[src/rtl/poly_alu_controller_if.sv]
// poly_alu_controller_if: note events, envelope parameters and mix outputs of the polyphonic controller.
interface poly_alu_controller_if #(
    parameter int NVOICES = 4,
    parameter int AW      = 6,
    parameter int OW      = AW + 1 + $clog2(NVOICES)
);
    logic               note_on;
    logic               note_off;
    logic [3:0]         note;
    logic [2:0]         octave;
    logic [15:0]        half_period;
    logic [AW-1:0]      amplitude;
    logic [AW-1:0]      attack;
    logic [AW-1:0]      decay;
    logic [AW-1:0]      sustain;
    logic [AW-1:0]      rel;
    logic [OW-1:0]      wave_out;
    logic [NVOICES-1:0] voice_busy;
    logic               drop;
    modport master (
        output note_on, note_off, note, octave, half_period, amplitude, attack, decay, sustain, rel,
        input  wave_out, voice_busy, drop
    );
    modport slave (
        input  note_on, note_off, note, octave, half_period, amplitude, attack, decay, sustain, rel,
        output wave_out, voice_busy, drop
    );
endinterface

[src/rtl/poly_alu_controller.sv]
// poly_alu_controller: allocates note events to voices, each with a square oscillator and linear ADSR,
// and registers the signed sum of all voice samples.
module poly_alu_controller #(
    parameter int NVOICES  = 4,
    parameter int AW       = 6,
    parameter int TICK_DIV = 50000,
    parameter int OW       = AW + 1 + $clog2(NVOICES)
) (
    input logic clk,
    input logic reset,
    poly_alu_controller_if.slave bus
);
    localparam int PW = $clog2(TICK_DIV + 1);
    typedef enum logic [2:0] {IDLE, ATTACK, DECAY, SUSTAIN, RELEASE} env_t;
    env_t               state_q [NVOICES], state_d [NVOICES];
    logic [6:0]         key_q   [NVOICES], key_d   [NVOICES];
    logic [15:0]        hp_q    [NVOICES], hp_d    [NVOICES];
    logic [15:0]        cnt_q   [NVOICES], cnt_d   [NVOICES];
    logic [AW-1:0]      peak_q  [NVOICES], peak_d  [NVOICES];
    logic [AW-1:0]      level_q [NVOICES], level_d [NVOICES];
    logic [AW-1:0]      step_q  [NVOICES], step_d  [NVOICES];
    logic               pol_q   [NVOICES], pol_d   [NVOICES];
    logic [PW-1:0]      pre_q, pre_d;
    logic [OW-1:0]      wave_q, wave_d;
    logic               drop_q, drop_d;
    logic [NVOICES-1:0] hit, take, busy;
    logic [6:0]         key_in;
    logic [AW-1:0]      sus, par;
    logic [AW:0]        up;
    logic signed [AW:0] smp;
    logic               tick, go, wrap, dn, hit_any, free_any;
    always_comb begin
        key_in   = {bus.octave, bus.note};
        tick     = pre_q == PW'(TICK_DIV - 1);
        pre_d    = tick ? '0 : pre_q + PW'(1);
        hit      = '0;
        take     = '0;
        busy     = '0;
        hit_any  = 1'b0;
        free_any = 1'b0;
        wave_d   = '0;
        sus      = '0;
        par      = '0;
        up       = '0;
        smp      = '0;
        go       = 1'b0;
        wrap     = 1'b0;
        dn       = 1'b0;
        for (int i = 0; i < NVOICES; i++) begin
            busy[i]  = state_q[i] != IDLE;
            hit[i]   = busy[i] && key_q[i] == key_in;
            take[i]  = !busy[i] && !free_any;
            hit_any  = hit_any | hit[i];
            free_any = free_any | !busy[i];
        end
        drop_d = bus.note_on && !hit_any && !free_any;
        for (int i = 0; i < NVOICES; i++) begin
            state_d[i] = state_q[i];
            key_d[i]   = key_q[i];
            hp_d[i]    = hp_q[i];
            peak_d[i]  = peak_q[i];
            level_d[i] = level_q[i];
            sus        = bus.sustain < peak_q[i] ? bus.sustain : peak_q[i];
            par        = state_q[i] == ATTACK ? bus.attack : state_q[i] == DECAY ? bus.decay : bus.rel;
            go         = tick && step_q[i] >= par;
            up         = {1'b0, level_q[i]} + (AW+1)'(1);
            dn         = {1'b0, level_q[i]} <= {1'b0, sus} + (AW+1)'(1);
            wrap       = cnt_q[i] == hp_q[i] - 16'd1;
            cnt_d[i]   = busy[i] ? (wrap ? '0 : cnt_q[i] + 16'd1) : cnt_q[i];
            pol_d[i]   = pol_q[i] ^ (busy[i] && wrap);
            step_d[i]  = tick ? (go ? '0 : step_q[i] + AW'(1)) : step_q[i];
            if (go && state_q[i] == ATTACK) begin
                level_d[i] = up >= {1'b0, peak_q[i]} ? peak_q[i] : up[AW-1:0];
                state_d[i] = up >= {1'b0, peak_q[i]} ? DECAY : ATTACK;
            end else if (go && state_q[i] == DECAY) begin
                level_d[i] = dn ? sus : level_q[i] - AW'(1);
                state_d[i] = dn ? SUSTAIN : DECAY;
            end else if (go && state_q[i] == RELEASE) begin
                level_d[i] = level_q[i] == '0 ? '0 : level_q[i] - AW'(1);
                state_d[i] = level_q[i] <= AW'(1) ? IDLE : RELEASE;
            end
            if (state_d[i] != state_q[i]) step_d[i] = '0;
            // Events override the envelope step taken in the same cycle.
            if (bus.note_on && (hit[i] || (!hit_any && take[i]))) begin
                state_d[i] = ATTACK;
                step_d[i]  = '0;
                key_d[i]   = key_in;
                hp_d[i]    = bus.half_period;
                peak_d[i]  = bus.amplitude;
                level_d[i] = hit[i] ? level_q[i] : '0;
                cnt_d[i]   = hit[i] ? cnt_d[i] : '0;
                pol_d[i]   = hit[i] && pol_d[i];
            end else if (bus.note_off && !bus.note_on && hit[i] && state_q[i] != RELEASE) begin
                state_d[i] = RELEASE;
                step_d[i]  = '0;
                level_d[i] = level_q[i];
            end
            smp    = (busy[i] && hp_q[i] != '0) ?
                     (pol_q[i] ? -$signed({1'b0, level_q[i]}) : $signed({1'b0, level_q[i]})) : '0;
            wave_d = wave_d + {{(OW-AW-1){smp[AW]}}, smp};
        end
    end
    always_ff @(posedge clk) begin
        if (!reset) begin
            pre_q   <= '0;
            wave_q  <= '0;
            drop_q  <= 1'b0;
            state_q <= '{default: IDLE};
            key_q   <= '{default: '0};
            hp_q    <= '{default: '0};
            cnt_q   <= '{default: '0};
            peak_q  <= '{default: '0};
            level_q <= '{default: '0};
            step_q  <= '{default: '0};
            pol_q   <= '{default: 1'b0};
        end else begin
            pre_q   <= pre_d;
            wave_q  <= wave_d;
            drop_q  <= drop_d;
            state_q <= state_d;
            key_q   <= key_d;
            hp_q    <= hp_d;
            cnt_q   <= cnt_d;
            peak_q  <= peak_d;
            level_q <= level_d;
            step_q  <= step_d;
            pol_q   <= pol_d;
        end
    end
    assign bus.wave_out   = wave_q;
    assign bus.voice_busy = busy;
    assign bus.drop       = drop_q;
endmodule

[src/flat_wrapper.sv]
// flat-port wrapper written by rule: the top's interface ports become plain ports
module poly_alu_controller_flat 
#(
    parameter int NVOICES  = 4,
    parameter int AW       = 6,
    parameter int TICK_DIV = 50000,
    parameter int OW       = AW + 1 + $clog2(NVOICES)
)
  (clk, reset, bus_note_on, bus_note_off, bus_note, bus_octave, bus_half_period, bus_amplitude, bus_attack, bus_decay, bus_sustain, bus_rel, bus_wave_out, bus_voice_busy, bus_drop);
  poly_alu_controller_if #(.NVOICES(NVOICES), .AW(AW), .OW(OW)) bus_i ();
  input logic clk;
  input logic reset;
  input wire logic [$bits(bus_i.note_on)-1:0] bus_note_on;
  input wire logic [$bits(bus_i.note_off)-1:0] bus_note_off;
  input wire logic [$bits(bus_i.note)-1:0] bus_note;
  input wire logic [$bits(bus_i.octave)-1:0] bus_octave;
  input wire logic [$bits(bus_i.half_period)-1:0] bus_half_period;
  input wire logic [$bits(bus_i.amplitude)-1:0] bus_amplitude;
  input wire logic [$bits(bus_i.attack)-1:0] bus_attack;
  input wire logic [$bits(bus_i.decay)-1:0] bus_decay;
  input wire logic [$bits(bus_i.sustain)-1:0] bus_sustain;
  input wire logic [$bits(bus_i.rel)-1:0] bus_rel;
  output wire logic [$bits(bus_i.wave_out)-1:0] bus_wave_out;
  output wire logic [$bits(bus_i.voice_busy)-1:0] bus_voice_busy;
  output wire logic [$bits(bus_i.drop)-1:0] bus_drop;
  assign bus_i.note_on = bus_note_on;
  assign bus_i.note_off = bus_note_off;
  assign bus_i.note = bus_note;
  assign bus_i.octave = bus_octave;
  assign bus_i.half_period = bus_half_period;
  assign bus_i.amplitude = bus_amplitude;
  assign bus_i.attack = bus_attack;
  assign bus_i.decay = bus_decay;
  assign bus_i.sustain = bus_sustain;
  assign bus_i.rel = bus_rel;
  assign bus_wave_out = bus_i.wave_out;
  assign bus_voice_busy = bus_i.voice_busy;
  assign bus_drop = bus_i.drop;
  poly_alu_controller #(.NVOICES(NVOICES), .AW(AW), .TICK_DIV(TICK_DIV), .OW(OW)) u_core (.clk(clk), .reset(reset), .bus(bus_i));
endmodule
[config.mk]
export PLATFORM = sky130hd
export DESIGN_NAME = poly_alu_controller_flat
export DESIGN_NICKNAME = d
export VERILOG_FILES = /design/src/rtl/poly_alu_controller_if.sv /design/src/rtl/poly_alu_controller.sv /design/src/flat_wrapper.sv
export SDC_FILE = /design/constraint.sdc
export NUM_CORES = 1
export LEC_CHECK = 0
export CORE_AREA = 2 2 205 207
export DETAILED_ROUTE_END_ITERATION = 6
export DIE_AREA = 0 0 207 209
export PLACE_DENSITY = 0.66
export REMOVE_ABC_BUFFERS = 1
export SLEW_MARGIN = 0
export SYNTH_ARGS = -nofsm -noshare
export SYNTH_HDL_FRONTEND = slang
export SYNTH_SLANG_ARGS = --single-unit
[constraint.sdc]
create_clock -name clk -period 7.2 [get_ports clk]
set_clock_uncertainty 0.2 [all_clocks]
set_input_delay 1.44 -clock clk [delete_from_list [all_inputs] [get_ports clk]]
set_output_delay 1.44 -clock clk [all_outputs]
set_load 0.02 [all_outputs]
==> results.cfg <==
[clock_network]
post_cts_buffers = 0
cts_buffers = 31
cts_max_level = 1
ctsHoldBuffers = 0
cts.clk_slew.worst_paths_ps = 60
clk_latency_ps = 610
clk_root_buffer_cell = clkbuf_16
cts_tree = built
clock_sinks = 270
clk_path_buf_depth = 3
cts_resized = 0

[synth]
muxShareOfSynthArea_pct = 6.46
yosys_register_bits = 270
netlist_area_sq_mm = 0.0198
async_reset_ff_share_pct = 0
synth_top_family_by_area = simple AND/OR/NAND/NOR gates
synth_cells = 2499
synth_cell_type_count = 92
synth_edf_count = 0
synth_ff_type = dfxtp_1
synth_area_per_cell_sq_um = 7.93
synth_area_leaders = dfxtp_1 27%, ha_1 8.5%, xor2_1 6.4%, nor2_1 6.2%, mux2i_1 6.1%
synth_compound_area_share_pct = 15.9
yosys.area_share.simple_pct = 24.4
synth-xor-area-share_pct = 11.7
yosysTopAreaCellShare_pct = 27.3
synthAdderAreaFrac_pct = 9.53
synth_warnings = 0
ys_seq_area_share_pct = 27.3
synth_top_area_cell = dfxtp_1

[pwr]
swShare_pct = 26.8
ir_drop_uv = 200
comb_power_share_pct = 11.8
p_int_w = 0.00273
seq_power_share_pct = 41.3
p_sw_w = 0.00100
leakagePower_nw = 8.95
cellPowerDensity_mw_per_mm2 = 170
p_clk_share_pct = 47.0

[timing]
relSlewSlack_pct = 19.2
setup_slack_ps = 1200
fmax_ghz = 0.167
setup_violations = 0
worst_pin_slew_ps = 1200
rsz0062_at_grt = false
min_period_over_period_pct = 83.3
maxSlewViolCount = 0
tns_ps = 0
min_period_ps = 6000
finalHoldViolCount = 0

[finish]
drive_gt1_share_pct = 5.37
syn_to_final_growth_pct = 10.9
antenna_cells = 0
fin_nets = 2710

[floorplanning]
pin_count = 71
floorplan.rows = 75
die_h_um = 209
die_w_um = 207
initial_core_util_pct = 48.0
coreArea_sq_mm = 0.0413
dieArea_sq_mm = 0.0433

[detailed_routing]
drt_pre_antenna_iters = 6
vias_per_cell = 5.91
routed_wl_um = 59100
antenna_left = 0
wl_per_cell_um = 19.3
drtIter0Drc = 1460
drcViolationCount = 0
dr_total_vias = 18200

[global_route]
grt_max_degree = 81
grt_pass1_vias = 17000
track_usage_pct = 26.6
grt_pass1_wl_um = 93800
grt-ovfl-total = 0
antenna_found_initial = 0

[worst_setup_path]
critical_path_arrival_ps = 6240
timing.rr.end = u_core.bus.wave_out[8]$_SDFF_PN0_
cp-start-kind = flop
path_max_fanout = 7
worstPathRequired_ps = 7440
worst-path-stages = 22
r2r_start = u_core.hp_q[48]$_SDFFE_PN0P_
rr_worst_depth = 22
startpoint = u_core.hp_q[48]$_SDFFE_PN0P_
critPathKind = reg -> reg
crit_chain = inv_1, ha_1, nor3b_1, and2_1, nand2_1, o41ai_1, buf_4, nor2_1, ha_1, fa_1, xnor2_1, fa_1, inv_1, ha_1, a21o_1, a21oi_1, o21bai_1, a21oi_1, o21bai_1, a21oi_1, xnor2_1, nor2_1
crit_family = adder cells
reg2reg_slack_ps = 1200
cp-endpoint = u_core.bus.wave_out[8]$_SDFF_PN0_
cp_num_buf_inv = 3
max_stage_delay_ps = 700
slowest_stage = nor3b_1
end_kind = flop

[placed_design]
io_buffers = 70
pre_cts_ws_ps = 796
hpwl_um = 44600
gp_congestion = 0.989

[min_path]
min_path_type = reg -> reg

[run_status]
status = complete, no violations

[flow_run]
drv_cap = 0
## flip-flops by register name (all words and copies together), names as in the netlist
| signal | flops |
|---|---|
| u_core.pre_q | 16 |
| u_core.cnt_q | 64 |
| u_core.peak_q | 24 |
| u_core.step_q | 24 |
| u_core.hp_q | 64 |
| u_core.key_q | 28 |
| u_core.bus.wave_out | 9 |
| u_core.bus.drop | 1 |
| u_core.pol_q | 4 |
| u_core.level_q | 24 |
| u_core.state_q | 12 |
## cell type report
type	instances	area [sq um]
clock buffer	36	825
clock inverter	21	297
fill	3945	19300
inverter	100	378
multi-input combinational	2009	13500
sequential	270	5410
tap	539	674
timing repair buffer	96	896
## Yosys cell counts, types with 18 or more instances
| master | instances |
|---|---|
| nor2_1 | 328 |
| dfxtp_1 | 270 |
| nand2_1 | 247 |
| xor2_1 | 144 |
| ha_1 | 135 |
| a21oi_1 | 121 |
| xnor2_1 | 121 |
| mux2i_1 | 120 |
| inv_1 | 95 |
| nand3_1 | 87 |
| clkbuf_1 | 76 |
| o21ai_0 | 73 |
| nor3_1 | 54 |
| nand4_1 | 47 |
| nand2b_1 | 35 |
| and3_1 | 34 |
| o22ai_1 | 33 |
| or3_1 | 32 |
| a21o_1 | 28 |
| buf_2 | 27 |
| nor4_1 | 25 |
| nor2b_1 | 22 |
| o21a_1 | 18 |
## power groups by stage
stage	registers (W)	logic (W)	clock network, W
2_1_floorplan	0.00156	0.000274	0
3_3_place_gp	0.00157	0.000422	0
3_5_place_dp	0.00157	0.000433	0
4_1_cts	0.00154	0.000435	0.00178
5_1_grt	0.00154	0.000482	0.00184
6_report	0.00154	0.000440	0.00175
## layout by cell type, fill, tap and decap left out, types with 32 or more instances in the layout
master	count
mux2i_1	120
nand2_1	247
nand4_1	47
xnor2_1	121
nor2_1	328
xor2_1	144
o21ai_0	73
ha_1	135
a21oi_1	121
or3_1	32
o22ai_1	33
and3_1	34
inv_1	94
nor3_1	53
nand3_1	87
clkdlybuf4s50_1	70
nand2b_1	35
dfxtp_1	270
## layer usage
metal / part of all wire [%] / global-route usage, %
met5: 0 / 0
met1: 45 / 36.4
met4: 3.7 / 9.83
met2: 44 / 42.4
met3: 6.5 / 4.09
## worst min-delay path by stage
stage	start	end	slack, ps	depth (start not counted)
CTS	u_core.key_q[15]$_SDFFE_PN0P_	u_core.key_q[15]$_SDFFE_PN0P_	270	2
detailed placement	u_core.key_q[15]$_SDFFE_PN0P_	u_core.key_q[15]$_SDFFE_PN0P_	260	2
global placement	u_core.pre_q[0]$_SDFF_PP0_	u_core.pre_q[0]$_SDFF_PP0_	240	1
global route	u_core.key_q[15]$_SDFFE_PN0P_	u_core.key_q[15]$_SDFFE_PN0P_	280	2
floorplan	u_core.pre_q[0]$_SDFF_PP0_	u_core.pre_q[0]$_SDFF_PP0_	230	1
finish	u_core.key_q[15]$_SDFFE_PN0P_	u_core.key_q[15]$_SDFFE_PN0P_	270	2
## stage by stage
stage	power (W)	std cells	area [sq um]	util, %	hold WS, ps
final	0.00373	3071	22000	53.2	266
after global routing	0.00386	3071	22000	53.2	285
after CTS	0.00376	3071	22000	53.2	266
after detailed placement	0.00201	3014	20900	50.5	258
after global placement	0.00199	3014	20900	50.5	241
after floorplan	0.00184	2379	19300	-	226
## logic make-up after synthesis
logic type | after synthesis
compound gates | 467
xor+xnor | 265
fa+ha+maj | 145
buf+inv | 220
flops | 270
mux | 127
simple gates | 1005
## tightest hold or removal path, delay by kind of cell, from the launching register on
family	cells	cell delay (ps)
flops	1	310
compound gates	1	50
simple gates	1	50
Note: power is estimated with default switching activity, not from simulation.
